### src/rtl/caliptra_sram_rmw_ctrl.sv
// Single-outstanding request/response front end for a single-port SRAM without byte enables.
// Partial-strobe writes become read-modify-write; out-of-range addresses get an error response.
module caliptra_sram_rmw_ctrl #(
   parameter int unsigned DEPTH      = 64,
   parameter int unsigned DATA_WIDTH = 32,
   parameter int unsigned ADDR_WIDTH = $clog2(DEPTH),
   parameter int unsigned NUM_BYTES  = DATA_WIDTH / 8
) (
   input  logic                  clk_i,
   input  logic                  rst_i,
   input  logic                  req_valid_i,
   output logic                  req_ready_o,
   input  logic                  req_write_i,
   input  logic [ADDR_WIDTH-1:0] req_addr_i,
   input  logic [NUM_BYTES-1:0]  req_wstrb_i,
   input  logic [DATA_WIDTH-1:0] req_wdata_i,
   output logic                  rsp_valid_o,
   input  logic                  rsp_ready_i,
   output logic [DATA_WIDTH-1:0] rsp_rdata_o,
   output logic                  rsp_err_o,
   output logic                  sram_cs_o,
   output logic                  sram_we_o,
   output logic [ADDR_WIDTH-1:0] sram_addr_o,
   output logic [DATA_WIDTH-1:0] sram_wdata_o,
   input  logic [DATA_WIDTH-1:0] sram_rdata_i
);

   generate
      if ((DATA_WIDTH % 8) != 0) begin : g_bad_width
         $error("DATA_WIDTH must be a multiple of 8");
      end
      if (DEPTH < 2) begin : g_bad_depth
         $error("DEPTH must be at least 2");
      end
   endgenerate

   typedef enum logic [2:0] {
      S_IDLE    = 3'd0,
      S_RD      = 3'd1,
      S_RD_DATA = 3'd2,
      S_WR      = 3'd3,
      S_RSP     = 3'd4
   } state_t;

   state_t r_state;
   state_t w_state_nxt;

   logic                  r_write;
   logic [ADDR_WIDTH-1:0] r_addr;
   logic [NUM_BYTES-1:0]  r_wstrb;
   logic [DATA_WIDTH-1:0] r_wdata;

   logic                  r_req_ready;
   logic                  r_rsp_valid;
   logic [DATA_WIDTH-1:0] r_rsp_rdata;
   logic                  r_rsp_err;
   logic                  r_sram_cs;
   logic                  r_sram_we;
   logic [ADDR_WIDTH-1:0] r_sram_addr;
   logic [DATA_WIDTH-1:0] r_sram_wdata;

   logic                  w_accept;
   logic                  w_rsp_done;
   logic                  w_addr_oob;
   logic                  w_strb_full;
   logic                  w_strb_zero;
   logic                  w_nxt_access;
   logic [DATA_WIDTH-1:0] w_merged;

   assign w_accept     = req_valid_i & r_req_ready;
   assign w_rsp_done   = r_rsp_valid & rsp_ready_i;
   assign w_addr_oob   = (32'(req_addr_i) >= DEPTH);
   assign w_strb_full  = &req_wstrb_i;
   assign w_strb_zero  = ~|req_wstrb_i;
   assign w_nxt_access = (w_state_nxt == S_RD) || (w_state_nxt == S_WR);

   // Strobed bytes come from the captured request, the rest from the word just read
   always_comb begin
      w_merged = sram_rdata_i;
      for (int unsigned b = 0; b < NUM_BYTES; b++) begin
         if (r_wstrb[b]) begin
            w_merged[8*b +: 8] = r_wdata[8*b +: 8];
         end
      end
   end

   always_ff @(posedge clk_i or posedge rst_i) begin
      if (rst_i) begin
         r_state <= S_IDLE;
      end else begin
         r_state <= w_state_nxt;
      end
   end

   always_comb begin
      w_state_nxt = r_state;
      case (r_state)
         S_IDLE: begin
            if (w_accept) begin
               if (w_addr_oob || (req_write_i && w_strb_zero)) begin
                  w_state_nxt = S_RSP;
               end else if (req_write_i && w_strb_full) begin
                  w_state_nxt = S_WR;
               end else begin
                  w_state_nxt = S_RD;
               end
            end
         end
         S_RD:      w_state_nxt = S_RD_DATA;
         S_RD_DATA: w_state_nxt = r_write ? S_WR : S_RSP;
         S_WR:      w_state_nxt = S_RSP;
         S_RSP: begin
            if (w_rsp_done) begin
               w_state_nxt = S_IDLE;
            end
         end
         default:   w_state_nxt = S_IDLE;
      endcase
   end

   // Captured request; req_* may change freely after the accept edge
   always_ff @(posedge clk_i or posedge rst_i) begin
      if (rst_i) begin
         r_write <= 1'b0;
         r_addr  <= '0;
         r_wstrb <= '0;
         r_wdata <= '0;
      end else if (w_accept) begin
         r_write <= req_write_i;
         r_addr  <= req_addr_i;
         r_wstrb <= req_wstrb_i;
         r_wdata <= req_wdata_i;
      end
   end

   // Outputs are registered from the next state so they line up with the state they describe
   always_ff @(posedge clk_i or posedge rst_i) begin
      if (rst_i) begin
         r_req_ready  <= 1'b1;
         r_rsp_valid  <= 1'b0;
         r_rsp_rdata  <= '0;
         r_rsp_err    <= 1'b0;
         r_sram_cs    <= 1'b0;
         r_sram_we    <= 1'b0;
         r_sram_addr  <= '0;
         r_sram_wdata <= '0;
      end else begin
         r_req_ready <= (w_state_nxt == S_IDLE);
         r_rsp_valid <= (w_state_nxt == S_RSP);
         r_sram_cs   <= w_nxt_access;
         r_sram_we   <= (w_state_nxt == S_WR);

         if (w_nxt_access) begin
            r_sram_addr <= (r_state == S_IDLE) ? req_addr_i : r_addr;
         end

         if (w_state_nxt == S_WR) begin
            r_sram_wdata <= (r_state == S_IDLE) ? req_wdata_i : w_merged;
         end else begin
            r_sram_wdata <= '0;
         end

         if (w_accept) begin
            r_rsp_err <= w_addr_oob;
         end else if (w_rsp_done) begin
            r_rsp_err <= 1'b0;
         end

         if ((r_state == S_RD_DATA) && !r_write) begin
            r_rsp_rdata <= sram_rdata_i;
         end else if (w_accept || w_rsp_done) begin
            r_rsp_rdata <= '0;
         end
      end
   end

   assign req_ready_o  = r_req_ready;
   assign rsp_valid_o  = r_rsp_valid;
   assign rsp_rdata_o  = r_rsp_rdata;
   assign rsp_err_o    = r_rsp_err;
   assign sram_cs_o    = r_sram_cs;
   assign sram_we_o    = r_sram_we;
   assign sram_addr_o  = r_sram_addr;
   assign sram_wdata_o = r_sram_wdata;

endmodule

### config.mk
export PLATFORM = sky130hd
export DESIGN_NAME = caliptra_sram_rmw_ctrl
export DESIGN_NICKNAME = d
export VERILOG_FILES = /design/src/rtl/caliptra_sram_rmw_ctrl.sv
export SDC_FILE = /design/constraint.sdc
export NUM_CORES = 1
export LEC_CHECK = 0
export BUFFER_PORTS_ARGS = -buffer_cell sky130_fd_sc_hd__buf_2
export CORE_MARGIN = 3
export CORE_UTILIZATION = 33
export DETAILED_ROUTE_END_ITERATION = 10
export HOLD_SLACK_MARGIN = 0.03
export SLEW_MARGIN = 30
export SYNTH_ARGS = -nofsm -noshare
export SYNTH_HDL_FRONTEND = slang
export SYNTH_SLANG_ARGS = --single-unit
### constraint.sdc
create_clock -name clk_i -period 9.55 [get_ports clk_i]
set_clock_uncertainty 0.1 [all_clocks]
set_input_delay 0.4775 -clock clk_i [delete_from_list [all_inputs] [get_ports clk_i]]
set_output_delay 0.4775 -clock clk_i [all_outputs]
set_load 0.05 [all_outputs]
==> reports/summary.txt <==
Pre-antenna DRT Iters -> 4
Crit path max fanout -> 38
CTS resizes -> 0
Residual DRC count -> 0
CP top delay family -> compound AO/OA/AOI/OAI gates
Yosys warns -> 0
Most common cell in the netlist -> dfrtp_1
Longest Clk Path Bufs -> 2
Placement-stage worst setup slack -> 6.71 ns
Tightest Pin Transition -> 0.938 ns
Crit path from -> r_state[1]
Asr flop ratio synth -> 1.00
Synth top area share -> 0.590
Final GP Congestion -> 0.757
First-pass GRT wire length -> 19500 um
Die footprint -> 0.0168 mm^2
# IOs -> 154
Core Region -> 0.0148 mm^2
Seq cells post-synth -> 120
RR Startpoint -> r_state[1]
Distinct cells, synth -> 33
Leak -> 3.28 nW
Switch share -> 0.436
Setup tns final -> 0 ns
Peak supply drop -> 0.201 mV
Final setup fails -> 0
Seq/Total Area, Yosys -> 0.595
Die Y -> 130 um
Mux cell area share after synthesis -> 0.174
H-tree Lvls -> 4
Final clock period utilization by the worst path -> 0.290
Site Rows -> 44
Status -> complete, no violations
Worst setup path endpoint -> sram_wdata_o[31]
Simple-gate share of the synthesized area -> 0.0503
Xor-xnor portion of the synthesized cell area -> 0
Reg clk slew, reported paths -> 0.05 ns
Slowest-stage cell, CP -> or3_4
Crit path kind -> reg -> reg
Reg power frac -> 0.336
Port buffer count -> 152
Area grow syn2layout -> 29.3%
Net Count, Synth -> 444
Adder-cell share of the synthesized area -> 0
Total grt overflow -> 0
CP arrival -> 2.99 ns
Number of global-route vias before repair -> 3704
Gr usage total -> 0.153
R2R cell count -> 6
Synth top cells by count -> dfrtp_1 (119), mux2_1 (44), mux2i_1 (36)
Kind of end point of the critical path -> flop
Slowest Stage Delay on Critical Path -> 0.63 ns
Root Driver -> clkbuf_16
Ranking of synthesized cells by area -> dfrtp_1 (59%), mux2_1 (9.8%), a211oi_2 (7.2%)
Inserted Clock Buffers -> 17
Internal cell power -> 0.00144 W
CP Buf/Inv Count -> 2
Compound-Gate Fraction of Synth Area -> 0.150
Comb pwr share -> 0.428
Relative slew slack -> 0.373
Initial cell density of the core -> 0.342
Cells after DPL -> 678
R2R Setup Slk -> 6.78 ns
Post-Synthesis Cells -> 365
Mean post-synth cell area -> 13.8 um^2
Initial antenna violation count -> 0
# nets final -> 593
CTS tree -> done
Hold WC Path Type -> in -> async
Maximum clock frequency -> 0.361 GHz
Cell Count, Final, Fillers Out -> 707
Via density -> 5.03
Crit path cell chain -> or3_4 > buf_12 > a211oi_4 > o211ai_4 > buf_4 > a211oi_1
Ys flop type -> dfrtp_1
Setup bufs post-CTS -> 0
Share of cells above drive strength 1 -> 0.428
# diodes -> 0
Wire per inst -> 17.7 um
Area leader, netlist -> dfrtp_1
Hold_buf cts -> 0
Sw Pwr -> 0.00111 W
RSZ-0062 raised after global routing -> no
Worst-Skew Late Latency -> 0.41 ns
Clock network power share -> 0.236
Critical Path RT -> 9.77 ns
WL final -> 12500 um
Largest net degree at the start of global routing -> 74
Post-synth EDFFs -> 0
Reg-to-Reg End -> sram_wdata_o[31]
DRT iter0 DRCs -> 118
Vias post-DR -> 3553
Die width -> 130 um
Post-synthesis cell area -> 0.00505 mm^2
Setup crit start kind -> flop
Layout fillers -> 1394
Sinks on Clock Net -> 120
HPWL Detailed -> 8410 um
MaxCap Viol Count -> 0
Pwr Density -> 392 mW/mm^2
Max-slew violations -> 0
Min setup slack post-route -> 6.78 ns
WP depth -> 6
Min cycle time layout -> 2.77 ns
Hold Vio Cnt, Final -> 0
Largest family of logic cells by synthesized area -> multiplexers
Final ANT Viol Nets -> 0
-- kinds of logic after synthesis --
group                  count (synthesis)
DFF                                  120
muxes                                 82
AOI/OAI and AO/OA                     75
and+or+nand+nor                       57
buffers and inverters                 30
other                                  1
-- worst register-to-register path, stage by stage (launching register included) --
cell and delay (ns):
dfrtp_1 0.41, or3_4 0.63, buf_12 0.27, a211oi_4 0.40, o211ai_4 0.30, buf_4 0.35
a211oi_1 0.21
-- cell usage in the layout (no fill, tap or decap), drive strengths merged --
cell type    n
or2          2
o211ai       1
a32oi        1
nor3         5
nor3b        1
buf        157
mux2i       36
nand2        6
or3          1
a22o        32
a21oi        5
mux2        46
nor4         1
inv          3
a211oi      33
o21ai        3
conb         1
dfstp        1
bufinv       1
nand2b       2
nand4        2
clkinv       2
dfrtp      119
nand3        1
nor2b        1
nor2        35
clkbuf      25
-- worst min-delay path by stage --
stage,to,slack [ns],cells past startpoint
2_1_floorplan,r_addr[4],0.36,1
3_3_place_gp,r_addr[5],0.37,1
3_5_place_dp,rsp_rdata_o[16],0.38,1
4_1_cts,rsp_rdata_o[14],0.10,2
5_1_grt,rsp_rdata_o[15],0.13,2
6_report,sram_wdata_o[15],0.08,2
-- area by class of cell --
class	count	area, um^2	share of cell area
sequential	120	3000	0.460
multi-input combinational	215	1910	0.293
timing repair buffer	157	811	0.124
clock buffer	25	515	0.0790
tap	184	230	0.0353
clock inverter	3	40.0	0.00613
inverter	3	13.8	0.00211
-- power by group through the flow --
stage,sequential (W),clock [W],combinational (W)
2_1_floorplan,0.00118,0,0.000522
3_3_place_gp,0.000856,0,0.00107
3_5_place_dp,0.000864,0,0.00109
4_1_cts,0.000861,0.000619,0.00110
5_1_grt,0.000886,0.000642,0.00117
6_report,0.000859,0.000603,0.00109
-- registers in the layout, summed over array words and instances (netlist names) --
register / cells
r_state: 3
r_addr: 6
rsp_valid_o: 1
sram_we_o: 1
r_write: 1
sram_cs_o: 1
r_wstrb: 4
rsp_rdata_o: 32
sram_wdata_o: 32
sram_addr_o: 6
r_wdata: 32
req_ready_o: 1
-- layer usage --
metal / vias up / track usage / share of wire
met5: - / 0 / 0
met4: 0 / 0.0568 / 0.014
met3: 16 / 0.0544 / 0.071
met2: 126 / 0.240 / 0.48
met1: 1785 / 0.196 / 0.43
li1: 1626 / - / -
-- through the flow --
| stage | total power [W] | hold WS (ns) | util | area (um^2) |
|---|---|---|---|---|
| 2_1_floorplan | 0.00170 | 0.359 | - | 5050 |
| 3_3_place_gp | 0.00192 | 0.370 | 0.403 | 5950 |
| 3_5_place_dp | 0.00196 | 0.377 | 0.403 | 5950 |
| 4_1_cts | 0.00258 | 0.104 | 0.441 | 6510 |
| 5_1_grt | 0.00270 | 0.133 | 0.442 | 6530 |
| 6_report | 0.00256 | 0.0826 | 0.442 | 6530 |
Note: power is estimated with default switching activity, not from simulation.
